**src/rtl/jtag_master.sv**
```systemverilog
// JTAG host engine: walks the TAP from Run-Test/Idle through IR/DR scans, TLR or idle spins
// and back, one TCK slot of 2*TCK_DIV clk cycles at a time, returning the captured TDO bits.
module jtag_master #(
    parameter int MAX_LEN = 64,
    parameter int TCK_DIV = 4
) (
    input  logic                         clk,
    input  logic                         reset_,
    input  logic                         cmd_valid,
    output logic                         cmd_ready,
    input  logic [1:0]                   cmd_type,
    input  logic [$clog2(MAX_LEN+1)-1:0] cmd_len,
    input  logic [MAX_LEN-1:0]           cmd_tdi,
    output logic                         rsp_valid,
    output logic [MAX_LEN-1:0]           rsp_tdo,
    output logic                         busy,
    output logic                         tck,
    output logic                         tms,
    output logic                         tdi,
    input  logic                         tdo
);

    localparam int LW = $clog2(MAX_LEN+1);
    localparam int CW = (LW > 3) ? LW : 3;
    localparam int IW = (MAX_LEN > 1) ? $clog2(MAX_LEN) : 1;
    localparam int DW = $clog2(2*TCK_DIV);
    localparam logic [DW-1:0] DIV_SAMPLE = DW'(TCK_DIV-1);
    localparam logic [DW-1:0] DIV_HIGH   = DW'(TCK_DIV);
    localparam logic [DW-1:0] DIV_LAST   = DW'(2*TCK_DIV-1);

    localparam logic [1:0] T_IR   = 2'd0;
    localparam logic [1:0] T_TLR  = 2'd2;
    localparam logic [1:0] T_SPIN = 2'd3;

    typedef enum logic [2:0] {S_IDLE, S_PRE, S_SHIFT, S_POST, S_RESP} state_t;

    state_t             state_q, state_d;
    logic [DW-1:0]      div_q, div_d;
    logic [CW-1:0]      cnt_q, cnt_d;
    logic [1:0]         type_q, type_d;
    logic [CW-1:0]      len_q, len_d;
    logic [MAX_LEN-1:0] tdi_q, tdi_d;
    logic [MAX_LEN-1:0] rsp_tdo_q, rsp_tdo_d;

    logic          is_scan, len_zero, slot_end, sample, tck_hi;
    logic [CW-1:0] len_c, pre_ones, phase_last;
    state_t        phase_next;

    assign is_scan  = ~type_q[1];
    assign len_zero = (len_q == '0);
    assign slot_end = (div_q == DIV_LAST);
    assign sample   = (div_q == DIV_SAMPLE);
    assign tck_hi   = (div_q >= DIV_HIGH);

    // Leading tms=1 slots of the prefix: Select-DR (+Select-IR) or the five TLR ones.
    always_comb begin
        pre_ones = CW'(1);
        if (type_q == T_TLR)     pre_ones = CW'(5);
        else if (type_q == T_IR) pre_ones = CW'(2);
    end

    always_comb begin
        len_c = CW'(cmd_len);
        if (cmd_len > LW'(MAX_LEN)) len_c = CW'(MAX_LEN);
    end

    // Last slot index and successor of the current slot-driven phase.
    always_comb begin
        phase_last = '0;
        phase_next = S_RESP;
        case (state_q)
            S_PRE: begin
                phase_last = (type_q == T_TLR || len_zero) ? pre_ones : pre_ones + 1'b1;
                if (type_q == T_TLR) phase_next = S_RESP;
                else if (len_zero)   phase_next = S_POST;
                else                 phase_next = S_SHIFT;
            end
            S_SHIFT: begin
                phase_last = len_q - 1'b1;
                phase_next = is_scan ? S_POST : S_RESP;
            end
            S_POST: begin
                phase_last = len_zero ? CW'(2) : CW'(1);
                phase_next = S_RESP;
            end
            default: ;
        endcase
    end

    always_ff @(posedge clk or posedge reset_) begin
        if (reset_) begin
            state_q   <= S_IDLE;
            div_q     <= '0;
            cnt_q     <= '0;
            type_q    <= '0;
            len_q     <= '0;
            tdi_q     <= '0;
            rsp_tdo_q <= '0;
        end else begin
            state_q   <= state_d;
            div_q     <= div_d;
            cnt_q     <= cnt_d;
            type_q    <= type_d;
            len_q     <= len_d;
            tdi_q     <= tdi_d;
            rsp_tdo_q <= rsp_tdo_d;
        end
    end

    always_comb begin
        state_d   = state_q;
        div_d     = div_q;
        cnt_d     = cnt_q;
        type_d    = type_q;
        len_d     = len_q;
        tdi_d     = tdi_q;
        rsp_tdo_d = rsp_tdo_q;
        case (state_q)
            S_IDLE: begin
                if (cmd_valid) begin
                    type_d    = cmd_type;
                    len_d     = len_c;
                    tdi_d     = cmd_tdi;
                    rsp_tdo_d = '0;
                    div_d     = '0;
                    cnt_d     = '0;
                    if (cmd_type == T_SPIN) state_d = (len_c == '0) ? S_RESP : S_SHIFT;
                    else                    state_d = S_PRE;
                end
            end
            S_PRE, S_SHIFT, S_POST: begin
                div_d = slot_end ? '0 : div_q + 1'b1;
                // tdo is taken on the edge that raises tck, a half period after the TAP drove it.
                if (state_q == S_SHIFT && is_scan && sample) rsp_tdo_d[cnt_q[IW-1:0]] = tdo;
                if (slot_end) begin
                    cnt_d = cnt_q + 1'b1;
                    if (cnt_q == phase_last) begin
                        cnt_d   = '0;
                        state_d = phase_next;
                    end
                end
            end
            S_RESP:  state_d = S_IDLE;
            default: state_d = S_IDLE;
        endcase
    end

    always_comb begin
        cmd_ready = 1'b0;
        rsp_valid = 1'b0;
        tck       = 1'b0;
        tms       = 1'b1;
        tdi       = 1'b0;
        case (state_q)
            S_IDLE: cmd_ready = 1'b1;
            S_PRE: begin
                tck = tck_hi;
                tms = (cnt_q < pre_ones);
            end
            S_SHIFT: begin
                tck = tck_hi;
                tms = is_scan && (cnt_q == phase_last);
                tdi = is_scan && tdi_q[cnt_q[IW-1:0]];
            end
            S_POST: begin
                tck = tck_hi;
                tms = (cnt_q < (len_zero ? CW'(2) : CW'(1)));
            end
            S_RESP: rsp_valid = 1'b1;
            default: ;
        endcase
    end

    assign busy    = ~cmd_ready;
    assign rsp_tdo = rsp_tdo_q;

endmodule

```
**config.mk**
```make
export PLATFORM = sky130hd
export DESIGN_NAME = jtag_master
export DESIGN_NICKNAME = d
export VERILOG_FILES = /design/src/rtl/jtag_master.sv
export SDC_FILE = /design/constraint.sdc
export NUM_CORES = 1
export LEC_CHECK = 0
export BUFFER_PORTS_ARGS = -buffer_cell sky130_fd_sc_hd__buf_2
export CORE_MARGIN = 2
export CORE_UTILIZATION = 60
export CTS_CLUSTER_SIZE = 25
export DETAILED_ROUTE_END_ITERATION = 10
export HOLD_SLACK_MARGIN = 0.08
export PLACE_DENSITY = 0.89
export SETUP_SLACK_MARGIN = 0.3
export SLEW_MARGIN = 20
export SYNTH_ARGS = -nofsm -noshare
export SYNTH_HDL_FRONTEND = slang
export SYNTH_SLANG_ARGS = --single-unit
```
**constraint.sdc**
```tcl
create_clock -name clk -period 9.29 [get_ports clk]
set_clock_uncertainty 0.15 [all_clocks]
set_input_delay 0.929 -clock clk [delete_from_list [all_inputs] [get_ports clk]]
set_output_delay 0.929 -clock clk [all_outputs]
set_load 0.005 [all_outputs]
```
# Word level (Yosys, flattened, before mapping)
# Cells that the tools add are included.
dict set report classes {
  shifts 0
  div 0
  add_sub_neg 4
  muxes 36
  reduce_logical 17
  n_mul 0
  bitwise 2
  n_eq_ne 13
  n_lt_le_gt_ge 6
}
# op n
set ops {}
lappend ops {{2-to-1 mux 64 bit} 2}
lappend ops {{one-hot mux 64 bit (2 select lines)} 1}
lappend ops {{bitwise mux 64 bit} 1}
lappend ops {{2-to-1 mux 7 bit} 5}
lappend ops {{2-to-1 mux 3 bit} 10}
lappend ops {{one-hot mux 7 bit (3 select lines)} 1}
lappend ops {{one-hot mux 3 bit (2 select lines)} 3}
lappend ops {{adder 7 x 1 -> 7 bit (second input constant)} 2}
lappend ops {{logical NOT 7 bit} 2}
lappend ops {{one-hot mux 7 bit (2 select lines)} 1}
lappend ops {{== test 3 x 2 -> 1 bit (second input constant)} 3}
lappend ops {{AND reduction 3 bit} 3}
lappend ops {{== test 7 bit} 1}
lappend ops {{> comparator 7 bit (second input constant)} 1}
lappend ops {{less-than comparator 6 x 7 -> 1 bit (second input constant)} 1}
lappend ops {{less-than comparator 7 x 2 -> 1 bit} 1}
lappend ops {{less-than comparator 7 bit} 1}
lappend ops {{2-to-1 mux 1 bit} 7}
lappend ops {{subtractor 7 x 1 -> 7 bit (second input constant)} 1}
lappend ops {{binary-select mux 1 bit (select 6 bit)} 1}
lappend ops {{demux 1 bit (select 6 bit)} 1}
lappend ops {{== test 3 bit (second input constant)} 2}
lappend ops {{greater-or-equal comparator 6 x 1 -> 1 bit (second input constant)} 1}
lappend ops {{inequality test 2 x 1 -> 1 bit (second input constant)} 3}
lappend ops {{other kinds (15)} 23}
dict set report word_totals {
  out_inout_bits 70
  inputBits 77
  reg_bits 150
  ramBits 0
  latchBits 0
  romBits 0
  n_memories 0
}

# Logic depth before layout (Yosys ltp)
# Gate-level depths: netlist of the first run.
dict set report logic_depth {
  depth_word 10
  ltp_mapped 10
}

# Worst setup path before layout of the first run
# No wires, ideal clock.
dict set report synth_timing {
  path_type {reg2out}
  from {reg cnt_q[1]}
  to {out tdi}
  path_slack_ns 5.904
  n_path_buf 3
  arrival_ns 2.307
  t_required_ns 8.211
  path_stages_with_launch 10
  path_cell_list {dfrtp_1 > clkbuf_1 > clkbuf_1 > clkbuf_1 > nand2_1 > nor2_1 > a22oi_1 > nand3_1 > a22oi_1 > a311oi_1}
}
dict set report synth_via {
  elab_chain_len 4
}
# element line
set synth_rtl {}
lappend synth_rtl {{start: declaration} 39} ;# logic [CW-1:0] cnt_q, cnt_d;
lappend synth_rtl {{start signal: assignment} 102} ;# cnt_q <= cnt_d;
lappend synth_rtl {{binary-select mux 1 bit (select 6 bit)} 163} ;# tdi = is_scan && tdi_q[cnt_q[IW-1:0]];
lappend synth_rtl {{2-to-1 mux 1 bit (not written as such)} 163}
lappend synth_rtl {{logical AND 1 bit} 163}
lappend synth_rtl {{2-to-1 mux 1 bit} 154} ;# case (state_q)
lappend synth_rtl {{end: declaration} 19} ;# output logic tdi,
# No other way between the ends. The select of a mux whose other input is x is not followed.

# Worst setup path after layout of the first run
dict set report layout_timing {
  from {reg state_q[1]}
  to {out tms}
}
dict set report layout_via {
  elab_chain_len 5
  elab_cells_between_ends 7
  classes_between {eq/ne (4); mux (2); reduce/logical (1)}
}
# element line
set layout_rtl {}
lappend layout_rtl {{start: declaration} 37} ;# state_t state_q, state_d;
lappend layout_rtl {{start signal: assignment} 100} ;# state_q <= state_d;
lappend layout_rtl {{== test 3 x 2 -> 1 bit / == test 3 x 1 -> 1 bit (equally long branches)} {71, 154}}
lappend layout_rtl {{one-hot mux 7 bit (3 select lines)} 71} ;# case (state_q)
lappend layout_rtl {{== test 7 bit} 162} ;# tms = is_scan && (cnt_q == phase_last);
lappend layout_rtl {{logical AND 1 bit} 162}
lappend layout_rtl {{one-hot mux 1 bit (3 select lines) *} 154}
lappend layout_rtl {{end: declaration} 18} ;# output logic tms,
# Mark *: on every way between the ends. The rest lies on a longest branch, timed or not.

==> key figures, run 1 <==
Layout
  • Most frequent cells in the layout: nand2_1 (246), dfrtp_1 (150), buf_2 (146)
  • Ant. Diodes: 0
  • Area grow syn2layout: 17.93%
  • Layout cells sized above 1: 22.22%
  • Nets: between 1000 and 1500
  • Commonest non-fill, non-tap cell in the layout: nand2_1
  • Fillcell total: 878

Timing
  • RSZ-0062 raised after global routing: false
  • Least-Margin Pin Slew: 0.9252 ns
  • Final period utilization: a little under half
  • Final setup vio count: 0
  • Worst Slack Setup Final: ~5 ns
  • Tmin final: between 4 and 5 ns
  • Final Slew Violations: 0
  • Fmax: 0.2291 GHz
  • Slew margin rel.: 38.32%
  • Total negative slack: 0 ns
  • Hold Vio Cnt, Final: 0

Clock network
  • CTS Buf Count: 17
  • Setup repair bufs after CTS: 0
  • Clock-pin slew on the worst setup and hold paths: 0.06 ns
  • Clock latency on the worst-skew pair: 0.43 ns
  • Hold_buf cts: 0
  • Maximum clock path buffer count: 2
  • H-tree Lvls: 4
  • Root Buffer: clkbuf_16
  • Post-CTS resize count: 0
  • Clk sinks: 150
  • TritonCTS clock tree: done

Power and ir drop
  • Maximum vdd ir drop: 0.1149 mV
  • Power Dens Cells: between 150 and 200 nW/um^2
  • Lkg Pwr: 4.540 nW

Synthesis
  • Cells after synthesis: 877
  • Post-synth EDFFs: 0
  • Sequential fraction of the synthesis area: 49.68%
  • Synth top area cells: dfrtp_1 (50%), nand2_1 (12%), o21ai_0 (9.3%)
  • Asr flop ratio synth: 100.0%
  • Mapped Area: 7556 sq um
  • Yosys top cell area share: 49.68%
  • Cell taking the most area after synthesis: dfrtp_1
  • Avg Cell Area, Syn: 8.616 sq um
  • Top_reg_cell synth: dfrtp_1
  • Netlist cell types: 60
  • Synthesized Nets: just under 1000
  • #FFs+latches synth: 150
  • Total number of yosys warnings: 0

Die
  • Full die area: 13510 sq um
  • Num rows: 40
  • I/O Pins: 147
  • CORE AREA: 12160 sq um
  • Starting Density: between 60 and 70%
  • Die W: 116.2 um
  • Die height: 116.2 um

Worst hold path
  • Hold Crit Class: flip-flop to flip-flop
  • Hold path startpoint: tdi_q[18]$_DFFE_PP0P_

Setup path
  • Crit-path cells: o21bai_4, buf_4, o32ai_1, xor2_1, or4_4, nor4_1, a211o_1, buf_2
  • Crit start category: flip-flop
  • WS Path Type: flip-flop to primary output
  • Max incr delay on CP: 0.58 ns
  • Slowest CP cell: dfrtp_1
  • Worst setup startpoint: state_q[1]$_DFFE_PP0P_
  • RR Startpoint: state_q[1]$_DFFE_PP0P_
  • WP data arrival: 3.29 ns
  • Flop-to-flop setup slack: 5.66 ns
  • Critical Path RT: 8.21 ns
  • Worst Path Buf+Inv: 2
  • Largest delay share family, worst path: simple AND/OR/NAND/NOR gates
  • Endpoint class of the critical path: primary output
  • Worst-path maximum fanout: 70

Routing
  • Via/cell ratio: approximately 6.1
  • Residual DRC: 0
  • WL per Instance: about 18 um
  • ANT nets after route: 0
  • Via Count: 7079
  • Initial DRT Pass Iterations: 6
  • WL final: approximately 20000 um
  • Iter 0 DRT Violations: 975

Placement
  • DP Wirelength: roughly 13000 um
  • Placement Setup Slack: 5.440 ns
  • GPL Wtd Cong: 0.8870
  • Port bufs: 146

GRT
  • Vias in the first global route: 6620
  • First-pass GRT wire length: 32770 um
  • Initial antenna violation count: 0
  • Total track usage: 31.36%
  • Grt ovf: 0
  • Largest net degree at the start of global routing: 78

Job
  • Max-cap violations: 0

Run status
  • Status: finished, final reports clean
metrics by stage:
step           instance area, sq um  hold WS (ns)  cells  util [%]  total power, mW
2_1_floorplan                  7556        0.2874    877         -           0.7832
3_3_place_gp                   8322        0.3010   1135     68.43           0.8361
3_5_place_dp                   8322        0.3070   1135     68.43           0.8384
4_1_cts                        8891        0.3226   1167     73.11            1.494
5_1_grt                        8911        0.3416   1167     73.27            1.540
6_report                       8911        0.3244   1167     73.27            1.500
report_power, final:
| group | total (mW) | internal, mW | switching [mW] |
|---|---|---|---|
| registers | 0.670 | 0.657 | 0.0126 |
| clock network | 0.663 | 0.389 | 0.273 |
| logic | 0.167 | 0.0499 | 0.117 |
| total | 1.50 | 1.10 | 0.403 |
worst reg2reg max path, delay by kind of cell, from the launching register on:
family                 cells  cell delay, ns
XOR/XNOR                   1            0.17
AND/OR/NAND/NOR            1            0.53
flip-flops                 1            0.58
buffers and inverters      1            0.55
AO/OA/AOI/OAI              5            1.55
final timing paths:
check                                         endpoint  depth (start not counted)
worst min register to register   tdi_q[18]$_DFFE_PP0P_                          2
worst max register to register    cnt_q[3]$_DFFE_PP0P_                          8
worst max-delay path                               tms                          8
max in group asynchronous       rsp_tdo[8]$_DFFE_PP0P_                          3
min in group asynchronous        tdi_q[19]$_DFFE_PP0P_                          2
worst min-delay path             tdi_q[18]$_DFFE_PP0P_                          2
final cells by class:
type / instances / area [sq um] / area share (%)
repair buffers: 155 / 798.3 / 8.958
inverters: 12 / 50.05 / 0.5616
flip-flops and latches: 150 / 3754 / 42.12
clock buffers: 21 / 470.5 / 5.279
multi-input cells: 650 / 3530 / 39.61
well taps: 168 / 210.2 / 2.359
clock inverters: 11 / 98.84 / 1.109
registers in the layout, indices dropped and copies added (netlist names):
name / count
cnt_q: 7
div_q: 3
len_q: 7
rsp_tdo: 64
state_q: 3
tdi_q: 64
type_q: 2
logic make-up after synthesis:
logic type                 synth area share [%]
and+or+nand+nor                           20.72
AOI/OAI and AO/OA                         19.46
DFF                                       49.68
buffers and inverters                     4.074
muxes                                     4.007
adders and majority gates                 1.490
xor gates and xnor gates                 0.5797
routing by layer:
metal	routed length, um	vias up	global-route usage, %
met1	8468	3357	43.36
met5	0	-	0
met2	9530	402	48.33
met4	629	0	12.30
met3	1832	60	7.680
li1	-	3260	-
synthesized netlist by cell type (3+ instances only):
master / instances
ha_1: 9
nor4_1: 6
nor3_1: 13
or2_2: 3
a22o_1: 3
nor3b_1: 5
and2_1: 5
and3_1: 6
mux2_2: 6
o31ai_1: 3
nand3_1: 17
clkbuf_1: 54
nor2_1: 29
a21o_1: 4
xor2_1: 3
buf_1: 8
nor2b_1: 4
or3_1: 5
nand3b_1: 8
nand2b_1: 5
mux4_2: 10
a21oi_1: 71
dfrtp_1: 150
nand2_1: 247
inv_1: 10
a22oi_1: 5
o21ai_0: 141
(Power assumes the default switching activity.)
==> inputs of run 2 (changes only) <==
- CORE_UTILIZATION: 60 -> 56
- PLACE_DENSITY: 0.89 -> 0.84
- clock period: 9.29 -> 4.4 ns (I/O delays scaled with it)
==> run 2 against run 1 <==
Net effect: the flow now finishes with violations (hold timing); final area up 7.5%; largest cell class unchanged; global-route usage rose by 0.46 points; die area is 6.9% higher; critical path type unchanged; sequential cell count unchanged; register-to-register slack worse by 4.9 ns; combinational power is 110% higher; sequential power rose by 120%; final cell count rose by 5.4%.
==> key figures, run 2 (synthesis gave the netlist of run 1 again) <==
GRT
  • Vias in the first global route: 7009 (+5.9%)
  • Largest net degree at the start of global routing: 151 (+94%)
  • Total track usage: 31.82% (+0.46 points)
  • First-pass GRT wire length: 35560 um (+8.5%)
  • Grt ovf: 0 (unchanged)
  • Initial antenna violation count: 0 (unchanged)

Layout
  • Layout cells sized above 1: 20.97% (-1.3 points)
  • Post-Layout Cell Count: 1230 (+5.4%)
  • Most frequent cells in the layout: nand2_1 (246), dfrtp_1 (150), buf_2 (146)
  • Ant. Diodes: 0 (unchanged)
  • Post-Layout Inst Area: 9582 sq um (+7.5%)
  • Post-Route Utilization: 72.64% (-0.63 points)
  • Nets: 1127 (+5.1%)
  • Commonest non-fill, non-tap cell in the layout: nand2_1
  • Area grow syn2layout: 26.81%

Placement
  • GPL Wtd Cong: 0.9052 (+2.1%)
  • DP Wirelength: 13160 um (-0.91%)
  • Placed instance count: 1145 (+0.88%)
  • Cell area after placement: 8359 sq um (+0.45%)
  • Port bufs: 146 (unchanged)

Routing
  • Via Count: 7277 (+2.8%)
  • Via/cell ratio: 5.916 (-2.5%)
  • Initial DRT Pass Iterations: 5 (-1)
  • Iter 0 DRT Violations: 847 (-13%)
  • WL per Instance: 17.94 um (+2.3%)
  • Residual DRC: 0 (unchanged)
  • WL final: 22070 um (+7.8%)
  • ANT nets after route: 0 (unchanged)

Clock network
  • H-tree Lvls: 4 (unchanged)
  • Clock-pin slew on the worst setup and hold paths: 0.06 ns (about the same)
  • CTS Buf Count: 17 (unchanged)
  • Clk sinks: 150 (unchanged)
  • Clock latency on the worst-skew pair: 0.43 ns (about the same)
  • Setup repair bufs after CTS: 0 (unchanged)
  • TritonCTS clock tree: done
  • Root Buffer: clkbuf_16
  • Post-CTS resize count: 0 (unchanged)
  • Hold_buf cts: 53 (+53)
  • Maximum clock path buffer count: 2 (unchanged)

Timing
  • RSZ-0062 raised after global routing: false
  • Slew margin rel.: 38.86% (+0.54 points)
  • Tmin final: 3.838 ns
  • Final Slew Violations: 0 (unchanged)
  • Final period utilization: 87.23%
  • Hold Vio Cnt, Final: 3 (+3)
  • Least-Margin Pin Slew: 0.9171 ns (-0.008091 ns)
  • Final setup vio count: 0 (unchanged)
  • Hold Worst Slack: -0.008248 ns (-0.3327 ns)
  • Total negative slack: 0 ns (unchanged)
  • Fmax: between 0.2 and 0.3 GHz

Setup path
  • Worst-path maximum fanout: 18 (-74%)
  • WS Path Type: flip-flop to primary output
  • Critical Path RT: 3.81 ns (-4.40 ns)
  • WP data arrival: 3.25 ns (-0.04 ns)
  • Crit start category: flip-flop
  • Endpoint class of the critical path: primary output

Run status
  • Failing checks: hold timing
  • Status: finished, violations left

Power and ir drop
  • Lkg Pwr: 4.833 nW (+6.4%)
  • Power Dens Cells: 365.7 nW/um^2 (+120%)
  • Maximum vdd ir drop: 0.4607 mV (+300%)
  • Total power: 3.504 mW (+130%)

Job
  • Max-cap violations: 0 (unchanged)

Die
  • Starting Density: 57.29% (-4.8 points)
  • Die W: 120.2 um (+3.4%)
  • Full die area: 14440 sq um (+6.9%)
  • Num rows: 42 (+5.0%)
  • I/O Pins: 147 (unchanged)
  • Die height: 120.2 um (+3.4%)
  • CORE AREA: 13190 sq um (+8.5%)

Worst hold path
  • Hold Crit Class: primary input to async pin
[run 2: layer usage]
layer / vias up / share of wire (%) / GRT usage [%]
met3: 46 / 8.2 / 7.367
li1: 3356 / - / -
met1: 3484 / 41 / 44.32
met5: - / 0 / 0
met2: 391 / 48 / 49.68
met4: 0 / 2.1 / 10.22
[run 2: report_power, final]
| part | leakage [nW] | total [mW] | switching (mW) | internal (mW) |
|---|---|---|---|---|
| Combinational | 2.45 | 0.355 | 0.217 | 0.138 |
| Clock | 0.338 | 1.70 | 0.590 | 1.11 |
| Sequential | 2.04 | 1.45 | 0.0594 | 1.39 |
| Total | 4.83 | 3.50 | 0.867 | 2.64 |
[run 2: layout make-up]
type                            count  area [sq um]
Sequential cell                   150          3754
Fill cell                         928          3608
Multi-Input combinational cell    650          3516
Timing Repair Buffer              210          1356
Clock buffer                       21         470.5
Tap cell                          176         220.2
Clock inverter                     11         216.5
Inverter                           12         48.80
[run 2: worst paths after layout]
path                                        start                      end  slack (ns)  depth (start not counted)
setup / recovery           state_q[1]$_DFFE_PP0P_                      tms        0.56                          6
hold / removal                             reset_     len_q[5]$_DFFE_PP0P_      -0.008                          3
setup reg to reg           state_q[1]$_DFFE_PP0P_     cnt_q[3]$_DFFE_PP0P_        0.76                          6
hold reg to reg             tdi_q[24]$_DFFE_PP0P_    tdi_q[24]$_DFFE_PP0P_        0.33                          2
max in group asynchronous                  reset_  rsp_tdo[61]$_DFFE_PP0P_        3.36                          3
min in group clk                      cmd_tdi[31]    tdi_q[31]$_DFFE_PP0P_        0.08                          3
[run 2: worst max-delay path: stages, from the launching register on]
cell,delay [ns]
dfrtp_1,0.68
nor3b_1,0.76
a221oi_2,0.17
or4_4,0.57
nor4_1,0.31
a211o_1,0.20
buf_2,0.12
[run 2: stage by stage]
step           worst slack, ns  hold slack [ns]
6_report                0.5617        -0.008248
5_1_grt                 0.3197          0.08496
4_1_cts                 0.6227          0.08312
3_5_place_dp            0.8887           0.3083
3_3_place_gp            0.9761           0.3034
2_1_floorplan            1.493           0.2874
==> inputs of run 3 (changes only) <==
--- a/config.mk
+++ b/config.mk
@@ -14,5 +14,4 @@
 export PLACE_DENSITY = 0.84
 export SETUP_SLACK_MARGIN = 0.3
-export SLEW_MARGIN = 20
 export SYNTH_ARGS = -nofsm -noshare
 export SYNTH_HDL_FRONTEND = slang
==> constraint.sdc (replaced) <==
create_clock -name clk -period 4.4 [get_ports clk]
set_clock_uncertainty 0.15 [all_clocks]
set_input_delay 0.22 -clock clk [delete_from_list [all_inputs] [get_ports clk]]
set_output_delay 0.22 -clock clk [all_outputs]
set_load 0.005 [all_outputs]
==> run 3 against run 2 <==
Net effect: the run now ends clean; routed wire length increased by 9.2%; first-iteration DRC count grew 18%; global-route usage is 2.8 points higher; setup slack better by 0.21 ns; final cell count is 2.8% higher; fmax is 5.9% higher; combinational power increased by 12%; sequential cell count is the same; register-to-register slack hardly changed; critical path type is now flip-flop to flip-flop; largest cell class unchanged.
==> key figures, run 3 (synthesis gave the netlist of run 1 again) <==
Die
  • Full die area: 14440 sq um (unchanged)
  • CORE AREA: 13190 sq um (unchanged)
  • Starting Density: 57.29% (unchanged)
  • I/O Pins: 147 (unchanged)
  • Die height: 120.2 um (unchanged)
  • Num rows: 42 (unchanged)
  • Die W: 120.2 um (unchanged)

Setup path
  • Endpoint class of the critical path: flip-flop
  • Crit-path cells: or3b_1, or4b_2, nand3_1, o211ai_2, o41ai_4, o21ai_0, a21o_1
  • Flop-to-flop setup slack: 0.77 ns (about the same)
  • WS Path Type: flip-flop to flip-flop
  • Slowest CP cell: o41ai_4
  • Worst-path maximum fanout: 18 (unchanged)
  • Crit start category: flip-flop
  • WP data arrival: 3.80 ns (+0.55 ns)
  • Largest delay share family, worst path: simple AND/OR/NAND/NOR gates
  • Max incr delay on CP: 0.77 ns (about the same)
  • Worst Path Buf+Inv: 0 (-1)
  • Critical Path RT: 4.57 ns (+0.76 ns)

Clock network
  • TritonCTS clock tree: done
  • Maximum clock path buffer count: 2 (unchanged)
  • CTS Buf Count: 17 (unchanged)
  • Post-CTS resize count: 0 (unchanged)
  • Clock latency on the worst-skew pair: 0.43 ns (about the same)
  • Root Buffer: clkbuf_16
  • Clk sinks: 150 (unchanged)
  • Clock-pin slew on the worst setup and hold paths: 0.06 ns (about the same)
  • H-tree Lvls: 4 (unchanged)

Layout
  • Nets: 1159 (+2.8%)
  • Most frequent cells in the layout: nand2_1 (246), dfrtp_1 (150), buf_2 (146)
  • Commonest non-fill, non-tap cell in the layout: nand2_1
  • Layout cells sized above 1: 20.44% (-0.53 points)
  • Fillcell total: 877 (-5.5%)
  • Post-Route Utilization: 74.40% (+1.8 points)
  • Area grow syn2layout: 29.87%

Power and ir drop
  • Lkg Pwr: 4.913 nW (+1.7%)
  • Power Dens Cells: 341.6 nW/um^2 (-6.6%)
  • Maximum vdd ir drop: 0.2880 mV (-37%)

Timing
  • Total negative slack: 0 ns (unchanged)
  • Slew margin rel.: 20.77% (-18 points)
  • RSZ-0062 raised after global routing: false
  • Least-Margin Pin Slew: 1.188 ns (+0.2713 ns)
  • Final Slew Violations: 0 (unchanged)
  • Final period utilization: 82.39% (-4.8 points)
  • Final setup vio count: 0 (unchanged)
  • Tmin final: 3.625 ns (-0.2130 ns)
  • Fmax: 0.2758 GHz (+5.9%)
  • Hold Vio Cnt, Final: 0 (-3)

Worst hold path
  • Hold Crit Class: primary input to flip-flop

GRT
  • Initial antenna violation count: 2 (+2)
  • Vias in the first global route: 7520 (+7.3%)
  • Largest net degree at the start of global routing: 151 (unchanged)
  • Grt ovf: 0 (unchanged)
  • First-pass GRT wire length: 38460 um (+8.1%)
  • Total track usage: 34.60% (+2.8 points)

Routing
  • Residual DRC: 0 (unchanged)
  • Initial DRT Pass Iterations: 6 (+1)
  • WL per Instance: 19.06 um (+6.2%)
  • ANT nets after route: 0 (unchanged)
  • WL final: 24090 um (+9.2%)
  • Via/cell ratio: 6.115 (+3.4%)
  • Via Count: 7729 (+6.2%)
  • Iter 0 DRT Violations: 998 (+18%)

Placement
  • Port bufs: 146 (unchanged)
  • GPL Wtd Cong: 0.8722 (-3.6%)
  • DP Wirelength: 13350 um (+1.4%)

Job
  • Max-cap violations: 0 (unchanged)

Run status
  • Status: finished, final reports clean
==> run 3: timing repair <==
action / in CTS / in global routing
hold buffers: 80 / 0
setup buffers: 0 / 0
endpoints found under the hold margin: 223 / 0
==> run 3: report_power, final <==
part	leakage [nW]	total (mW)	internal, mW	switching (mW)
Combinational	2.57	0.397	0.159	0.238
Clock	0.298	1.51	0.953	0.562
Sequential	2.04	1.44	1.39	0.0538
==> run 3: path summary, 6_finish.rpt <==
path | from | end | cells past startpoint
worst max register to register | state_q[1]$_DFFE_PP0P_ | cnt_q[3]$_DFFE_PP0P_ | 7
worst max-delay path | state_q[1]$_DFFE_PP0P_ | cnt_q[3]$_DFFE_PP0P_ | 7
min in group asynchronous | reset_ | len_q[6]$_DFFE_PP0P_ | 4
worst min register to register | tdi_q[3]$_DFFE_PP0P_ | tdi_q[3]$_DFFE_PP0P_ | 2
max in group asynchronous | reset_ | rsp_tdo[32]$_DFFE_PP0P_ | 4
worst min-delay path | tdo | rsp_tdo[31]$_DFFE_PP0P_ | 5
==> run 3: worst register-to-register path, cell delays in order (launching register included) <==
cell and delay [ns]:
dfrtp_1 0.69, or3b_1 0.53, or4b_2 0.69, nand3_1 0.13, o211ai_2 0.14, o41ai_4 0.77
o21ai_0 0.22, a21o_1 0.21
==> run 3: through the flow <==
step	area [sq um]	setup WS (ns)	cells	power, mW	hold WS (ns)
4_1_cts	9808	0.8229	1262	3.334	0.1505
3_5_place_dp	8396	0.8879	1150	1.791	0.2627
6_report	9813	0.7747	1264	3.353	0.1615
5_1_grt	9813	0.5339	1264	3.443	0.2168
3_3_place_gp	8396	0.9550	1150	1.788	0.2614
2_1_floorplan	7560	1.493	877	1.654	0.1754
==> run 3: final cells by class <==
class | count | area, sq um | area share [%]
flip-flops and latches | 150 | 3754 | 38.25
multi-input cells | 650 | 3510 | 35.76
repair buffers | 242 | 1664 | 16.96
clock buffers | 25 | 495.5 | 5.049
well taps | 176 | 220.2 | 2.244
clock inverters | 7 | 116.4 | 1.186
inverters | 12 | 48.80 | 0.4973
diodes | 2 | 5.005 | 0.05100
==> run 3: metal layers <==
layer  share of wire [%]  global-route usage [%]  routed length (um)
met1                  37                   43.33                8795
met2                  49                   56.61               11860
met3                 9.7                   7.747                2335
met4                 4.5                   17.35                1095
met5                   0                       0                   0
